<file path="src/rtl/shift_reg_univ.sv">
// rtl/shift_reg_univ.sv - parametrised universal shift/rotate/load register
//
// Holds a WIDTH-bit word and, on each rising edge, performs hold, parallel
// load, logical shift left/right, rotate left/right, arithmetic shift right
// or clear as selected by mode. Qbar is a registered complement kept in the
// same assignment as Q; SO is the registered last bit shifted/rotated out.
//
// Ports:
//   clk   in   1      rising-edge clock
//   rst   in   1      synchronous active-high reset (Q=RESET_VAL, SO=0)
//   en    in   1      clock enable; 0 holds all state
//   mode  in   3      000 hold, 001 load, 010 shl, 011 shr,
//                     100 rol, 101 ror, 110 asr, 111 clear
//   D     in   WIDTH  parallel load data
//   SIL   in   1      serial in to bit 0 on shift-left
//   SIR   in   1      serial in to bit WIDTH-1 on shift-right
//   Q     out  WIDTH  register contents
//   Qbar  out  WIDTH  registered ~Q
//   SO    out  1      registered shift-out bit
//   zero  out  1      combinational Q == 0

module shift_reg_univ #(
    parameter int               WIDTH     = 8,
    parameter logic [WIDTH-1:0] RESET_VAL = {WIDTH{1'b0}}
) (
    input  logic             clk,
    input  logic             rst,
    input  logic             en,
    input  logic [2:0]       mode,
    input  logic [WIDTH-1:0] D,
    input  logic             SIL,
    input  logic             SIR,
    output logic [WIDTH-1:0] Q,
    output logic [WIDTH-1:0] Qbar,
    output logic             SO,
    output logic             zero
);

    localparam logic [2:0] MODE_HOLD = 3'b000;
    localparam logic [2:0] MODE_LOAD = 3'b001;
    localparam logic [2:0] MODE_SHL  = 3'b010;
    localparam logic [2:0] MODE_SHR  = 3'b011;
    localparam logic [2:0] MODE_ROL  = 3'b100;
    localparam logic [2:0] MODE_ROR  = 3'b101;
    localparam logic [2:0] MODE_ASR  = 3'b110;
    localparam logic [2:0] MODE_CLR  = 3'b111;

    // Next word computed once so Q and Qbar are always written from the
    // same value and can never disagree.
    logic [WIDTH-1:0] q_next;
    logic             so_next;

    always_comb begin
        q_next  = Q;
        so_next = SO;
        case (mode)
            MODE_HOLD: begin
                q_next  = Q;
                so_next = SO;
            end
            MODE_LOAD: q_next = D;
            MODE_SHL: begin
                q_next  = {Q[WIDTH-2:0], SIL};
                so_next = Q[WIDTH-1];
            end
            MODE_SHR: begin
                q_next  = {SIR, Q[WIDTH-1:1]};
                so_next = Q[0];
            end
            MODE_ROL: begin
                q_next  = {Q[WIDTH-2:0], Q[WIDTH-1]};
                so_next = Q[WIDTH-1];
            end
            MODE_ROR: begin
                q_next  = {Q[0], Q[WIDTH-1:1]};
                so_next = Q[0];
            end
            MODE_ASR: begin
                // Sign bit replicates; SIR deliberately not used here.
                q_next  = {Q[WIDTH-1], Q[WIDTH-1:1]};
                so_next = Q[0];
            end
            MODE_CLR: begin
                q_next  = {WIDTH{1'b0}};
                so_next = 1'b0;
            end
            default: begin
                q_next  = Q;
                so_next = SO;
            end
        endcase
    end

    always_ff @(posedge clk) begin
        if (rst) begin
            Q    <= RESET_VAL;
            Qbar <= ~RESET_VAL;
            SO   <= 1'b0;
        end else if (en) begin
            Q    <= q_next;
            Qbar <= ~q_next;
            SO   <= so_next;
        end
    end

    assign zero = (Q == {WIDTH{1'b0}});

endmodule

</file>
<file path="config.mk">
export PLATFORM = sky130hd
export DESIGN_NAME = shift_reg_univ
export DESIGN_NICKNAME = d
export VERILOG_FILES = /design/src/rtl/shift_reg_univ.sv
export SDC_FILE = /design/constraint.sdc
export NUM_CORES = 1
export LEC_CHECK = 0
export ABC_AREA = 0
export CAP_MARGIN = 10
export CELL_PAD_IN_SITES_DETAIL_PLACEMENT = 1
export CELL_PAD_IN_SITES_GLOBAL_PLACEMENT = 2
export CORE_ASPECT_RATIO = 0.5
export CORE_MARGIN = 3
export CORE_UTILIZATION = 26
export CTS_CLUSTER_SIZE = 20
export DETAILED_ROUTE_END_ITERATION = 12
export HOLD_SLACK_MARGIN = 0.02
export PLACE_DENSITY_LB_ADDON = 0.05
export SYNTH_ARGS = -nofsm -noshare
export SYNTH_HDL_FRONTEND = slang
export SYNTH_SLANG_ARGS = --single-unit
</file>
<file path="constraint.sdc">
create_clock -name clk -period 1.87 [get_ports clk]
set_clock_uncertainty 0.15 [all_clocks]
set_input_delay 0.374 -clock clk [delete_from_list [all_inputs] [get_ports clk]]
set_output_delay 0.374 -clock clk [all_outputs]
set_load 0.05 [all_outputs]
</file>
==> metrics.txt, run 1 <==
DR vias=1,022; via count of the first global-routing pass=1,013; DR vias/cell=4.89; Final Routed Wirelength=3.24 mm; # IOs=34; Die Height=50.0 um; standby leakage power=0.685 nW; area after detailed placement=1510 um^2; Achievable Freq=521 MHz; CP Class=flop to primary output; sort of element at the end of the critical path=primary output; EDFF count, synth=0; hold buffer count at cts=0; share of layout cells above drive strength 1=45.6%; worst relative slew slack=74.9%; total power per unit cell area=713 nW/um^2; unrepaired setup endpoints after global routing=yes; violation count after the first detailed-routing iteration=31; final design instance area without fill=1610 um^2; max-cap violations=0; Avg Synthesized Cell Area=9.66 um^2; result of the run=finished with violations; filler cell count in the final layout=409; number of inserted diodes=0; first-pass GRT wire length=5.20 mm; first-pass iteration count of the detailed router=4; maximum number of pins on one net before global-route repair=12; sum of net half-perimeters after detailed placement=2.57 mm; cells after synthesis=104; sequential-to-total area share from yosys stat=33.9%; Final #Nets=175; class of the tightest hold or removal check=flop to flop; routed length per instance=15.5 um; number of routed nets with antenna violations=0; worst endpoint required time=1.35 ns; Largest stage delay, worst path=0.56 ns; prevailing post-synth register cell=sky130_fd_sc_hd__dfxtp_1; placeable core region=3570 um^2; clock buffers created by TritonCTS=3; final critical-path setup slack=-0.0495 ns; failing checks=negative setup slack; Chip Width=93.9 um; clock period minus worst slack=1.92 ns; Mapped Nets=120; global routing usage summed across all routing layers=14.6%; clock input transition at the sequential cells of the worst setup and hold paths=0.07 ns; fin crit share=103%; cell chain of the critical path=or4_4 > nor2_4 > buf_12; Root Driver=sky130_fd_sc_hd__clkbuf_8; number of hold violations in the final report=0; Clock Sinks=17; critical path launch point type=flop; number of warnings printed during yosys synthesis=0; Final Max Tran Viols=0; Site Rows=15; gpl congestion=0.719; Die Area=4690 um^2; DRC violation count after routing=0; async set-reset flop share out of synthesis=0%; Hold Path Cell Cnt=2; Fin Setup TNS=-0.0495 ns; worst-skew pair later-pin latency=0.26 ns; final global-route overflow total=0; initial core utilization=28.2%; layout-stage area growth over the synthesis result=59.8%; critical-path cell with the highest stage delay=sky130_fd_sc_hd__or4_4; Reg2Reg Depth=4; number of antenna violations at the first check in global routing=0; Peak VDD IR=227 uV; setup violators final=1; Finished Core Util=45.0%; Distinct cells, synth=39; worst-case clock buffer depth=2; Clock H-tree levels=1; TritonCTS clock tree=yes; input/output buffers=33; slew at the pin closest to its max-slew limit=0.375 ns; count of state elements after synthesis=17; Critical Path Fanout Max=2; Post-Syn Area=1000 um^2; worst endpoint data arrival time=1.40 ns
[synth_stat cells (all sizes together), types with 2 or more instances]
| cell type | instances | share of area, % |
|---|---|---|
| a211o | 2 | 1.7 |
| a211oi | 4 | 5.0 |
| a32o | 6 | 6.0 |
| buf | 5 | 5.2 |
| clkbuf | 3 | 1.6 |
| dfxtp | 17 | 34 |
| inv | 3 | 1.1 |
| mux2 | 3 | 3.4 |
| mux2i | 2 | 3.2 |
| nand2 | 4 | 3.4 |
| nand3 | 3 | 1.5 |
| nor2 | 10 | 3.7 |
| o211a | 3 | 3.0 |
| o21ai | 16 | 8.0 |
| or3 | 4 | 3.0 |
| or3b | 2 | 1.7 |
| or4 | 2 | 1.5 |
| xnor2 | 3 | 2.6 |
[placed cells by master, fill, tap and decap left out, types with 3 or more instances in the layout]
master                            count
sky130_fd_sc_hd__dfxtp_1             11
sky130_fd_sc_hd__clkdlybuf4s50_1     12
sky130_fd_sc_hd__mux2_2               3
sky130_fd_sc_hd__clkbuf_8             3
sky130_fd_sc_hd__buf_4               36
sky130_fd_sc_hd__a211oi_2             4
sky130_fd_sc_hd__dfxtp_2              6
sky130_fd_sc_hd__nor2_1               8
sky130_fd_sc_hd__buf_12               4
sky130_fd_sc_hd__nand3_1              3
sky130_fd_sc_hd__a32o_1               6
sky130_fd_sc_hd__or3_1                3
sky130_fd_sc_hd__o21ai_0             10
sky130_fd_sc_hd__o211a_1              3
sky130_fd_sc_hd__o21ai_1              6
[final timing paths]
path | from | endpoint | slack [ns]
setup reg to reg | flop | Qbar[0] | 0.34
setup / recovery | flop | zero | -0.05
hold / removal | SO | SO | 0.33
hold reg to reg | SO | SO | 0.33
[repair_timing]
action	in CTS	in global routing
cloned	0	1
setup buffers	1	0
gates resized for setup	7	4
pin swaps	5	1
setup endpoints to repair	15	8
hold endpoints to repair	0	0
[per-stage QoR]
| stage | setup slack [ns] | power, W | hold slack [ns] | cells |
|---|---|---|---|---|
| final | -0.0495 | 0.00114 | 0.331 | 209 |
| after global routing | -0.0951 | 0.00120 | 0.380 | 209 |
| after CTS | -0.0611 | 0.00115 | 0.342 | 208 |
| after detailed placement | -0.444 | 0.000850 | 0.333 | 203 |
| after global placement | -0.406 | 0.000846 | 0.326 | 203 |
| after floorplan | 0.0236 | 0.000675 | 0.303 | 104 |
[cell families (layout without fill, tap and decap cells)]
family	count (synthesis)	after routing	share of synthesized area, %
AO/OA/AOI/OAI	38	38	29.8
AND/OR/NAND/NOR	30	30	19.2
flip-flops	17	17	33.9
buffers and inverters	11	65	7.97
multiplexers	5	5	6.60
XOR/XNOR	3	3	2.62
[area by class of cell]
type	count	area [um^2]	share of cell area [%]
multi-input combinational	76	609	38.0
sequential	17	348	21.7
clock buffer	4	45.0	2.81
tap	51	63.8	3.98
timing repair buffer	58	528	32.9
inverter	3	11.3	0.701
[power by group]
part / leakage (nW) / switching [W] / internal [W] / total (W)
clock: 0.0228 / 0.000133 / 0.000152 / 0.000285
sequential: 0.143 / 0.0000145 / 0.000392 / 0.000406
combinational: 0.519 / 0.000252 / 0.000201 / 0.000453
[layer usage]
layer / track usage, % / wire length (um) / vias up
li1: - / - / 508
met1: 19.9 / 1580 / 484
met2: 22.8 / 1440 / 26
met3: 3.96 / 191 / 4
met4: 3.60 / 31 / 0
met5: 0 / 0 / -
[worst max-delay path, delay by kind of cell (launching register included)]
family / cells / cell delay [ns]
buffers and inverters: 1 / 0.14
and+or+nand+nor: 2 / 0.68
DFF: 1 / 0.32
(Power assumes the default switching activity.)
==> run 2, diff against run 1 <==
--- a/config.mk
+++ b/config.mk
@@ -10,12 +10,12 @@
 export CELL_PAD_IN_SITES_DETAIL_PLACEMENT = 1
 export CELL_PAD_IN_SITES_GLOBAL_PLACEMENT = 2
 export CORE_ASPECT_RATIO = 0.5
-export CORE_MARGIN = 3
 export CORE_UTILIZATION = 26
 export CTS_CLUSTER_SIZE = 20
 export DETAILED_ROUTE_END_ITERATION = 12
 export HOLD_SLACK_MARGIN = 0.02
 export PLACE_DENSITY_LB_ADDON = 0.05
+export SKIP_LAST_GASP = 1
 export SYNTH_ARGS = -nofsm -noshare
 export SYNTH_HDL_FRONTEND = slang
 export SYNTH_SLANG_ARGS = --single-unit
==> metrics.txt, run 2 (same netlist as run 1, synthesis figures left out) <==
number of hold violations in the final report=0 (unchanged); clock period minus worst slack=1.92 ns (-0.00135 ns); Largest stage delay, worst path=0.54 ns (-0.02 ns); worst relative slew slack=73.0% (-1.9 points); maximum number of pins on one net before global-route repair=12 (unchanged); TritonCTS clock tree=yes; routed length per instance=15.3 um (-1.1%); clock buffers created by TritonCTS=3 (unchanged); initial core utilization=28.2% (unchanged); CP Class=flop to primary output; setup violators final=1 (unchanged); number of placed instances, taps included=202 (-0.49%); number of antenna violations at the first check in global routing=0 (unchanged); final global-route overflow total=0 (unchanged); placeable core region=3570 um^2 (unchanged); Final #Nets=182 (+4.0%); Critical Path Fanout Max=2 (unchanged); result of the run=finished with violations; DRC violation count after routing=0 (unchanged); Final Routed Wirelength=3.31 mm (+2.2%); sort of element at the end of the critical path=primary output; class of the tightest hold or removal check=flop to flop; fin crit share=103% (about the same); highest-count cells in the layout ignoring fill and taps=sky130_fd_sc_hd__buf_4 (44), sky130_fd_sc_hd__o21ai_0 (12), sky130_fd_sc_hd__clkdlybuf4s50_1 (12), sky130_fd_sc_hd__dfxtp_1 (11), sky130_fd_sc_hd__nor2_1 (8); total power per unit cell area=691 nW/um^2 (-3.1%); worst slack at placement=-0.446 ns (-0.00216 ns); sum of net half-perimeters after detailed placement=2.43 mm (-5.6%); DR vias=1,032 (+0.98%); # IOs=34 (unchanged); Site Rows=15 (unchanged); critical path launch point type=flop; via count of the first global-routing pass=1,036 (+2.3%); share of layout cells above drive strength 1=48.5% (+2.9 points); violation count after the first detailed-routing iteration=24 (-23%); Achievable Freq=521 MHz (about the same); first-pass GRT wire length=5.24 mm (+0.81%); leading cell type in the layout, fill and taps excluded=sky130_fd_sc_hd__buf_4; number of inserted diodes=0 (unchanged); worst-skew pair later-pin latency=0.25 ns (about the same); gpl congestion=0.691 (-4.0%); cell chain of the critical path=or4_4 > nor2_4 > buf_12; unrepaired setup endpoints after global routing=yes; Die Height=46.0 um (-8.0%); failing checks=negative setup slack; slew at the pin closest to its max-slew limit=0.402 ns (+0.0265 ns); Clock Sinks=17 (unchanged); critical-path cell with the highest stage delay=sky130_fd_sc_hd__or4_4; number of routed nets with antenna violations=0 (unchanged); worst endpoint data arrival time=1.39 ns (about the same); global routing usage summed across all routing layers=16.8% (+2.2 points); DR vias/cell=4.78 (-2.3%); max-cap violations=0 (unchanged); Peak VDD IR=222 uV (-2.3%); worst-case clock buffer depth=2 (unchanged); final cell count without fillers=216 (+3.3%); first-pass iteration count of the detailed router=4 (unchanged); hold buffer count at cts=0 (unchanged); Clock H-tree levels=1 (unchanged); Die Area=4130 um^2 (-12%); layout-stage area growth over the synthesis result=66.4%; clock input transition at the sequential cells of the worst setup and hold paths=0.07 ns (about the same); standby leakage power=0.715 nW (+4.4%); worst endpoint required time=1.35 ns (about the same); final critical-path setup slack=-0.0482 ns (+0.00135 ns); input/output buffers=33 (unchanged); Chip Width=89.9 um (-4.3%); Final Max Tran Viols=0 (unchanged); Root Driver=sky130_fd_sc_hd__clkbuf_8
-- run 2: cell types whose count changed in the layout (fill, tap and decap cells not counted), moves of 2 or more --
| cell | before | now |
|---|---|---|
| sky130_fd_sc_hd__buf_4 | 36 | 44 |
| sky130_fd_sc_hd__dfxtp_4 | 0 | 2 |
| sky130_fd_sc_hd__o21ai_0 | 10 | 12 |
| sky130_fd_sc_hd__dfxtp_2 | 6 | 4 |
| sky130_fd_sc_hd__o21ai_1 | 6 | 4 |
-- run 2: where the power goes --
part | internal (W) | switching [W]
Sequential | 0.000391 | 0.0000149
Clock | 0.000148 | 0.000133
Combinational | 0.000212 | 0.000256
Total | 0.000750 | 0.000404
-- run 2: repair_timing --
| action | CTS | global route |
|---|---|---|
| pin swaps | 6 | 1 |
| endpoints found under the hold margin | 0 | 0 |
| resized for setup | 14 | 0 |
| setup buffers | 9 | 1 |
| endpoints found under the setup margin | 14 | 1 |
-- run 2: cell type report --
cell class | count | area, um^2
Fill cell | 419 | 1890
Multi-Input combinational cell | 76 | 627
Timing Repair Buffer | 65 | 571
Sequential cell | 17 | 353
Tap cell | 51 | 63.8
Clock buffer | 3 | 41.3
Inverter | 3 | 11.3
Clock inverter | 1 | 5.00
-- run 2: worst max-delay path, delay by kind of cell (launching register included) --
family / cells / cell delay, ns
simple gates: 2 / 0.68
flops: 1 / 0.32
buf+inv: 1 / 0.14
-- run 2: final timing paths --
path	to	from	depth (start not counted)	slack [ns]
min	SO	SO	2	0.33
min reg2reg	SO	SO	2	0.33
max	zero	flop	3	-0.05
max reg2reg	flop	flop	5	0.32
-- run 2: per-stage QoR --
stage	hold slack (ns)	setup TNS [ns]	total power (W)	area, um^2	util [%]
4_1_cts	0.331	-0.0717	0.00117	1660	46.7
3_5_place_dp	0.319	-5.50	0.000844	1500	42.1
3_3_place_gp	0.316	-5.41	0.000843	1500	42.1
5_1_grt	0.380	-0.0860	0.00121	1670	46.9
2_1_floorplan	0.303	0	0.000675	1020	-
6_report	0.325	-0.0482	0.00115	1670	46.9
-- run 2: routing by layer --
layer / global-route usage (%) / wire length, um / vias to the layer above
li1: - / - / 519
met1: 22.0 / 1670 / 492
met2: 30.3 / 1530 / 19
met3: 3.50 / 89 / 2
met4: 1.94 / 19 / 0
met5: 0 / 0 / -
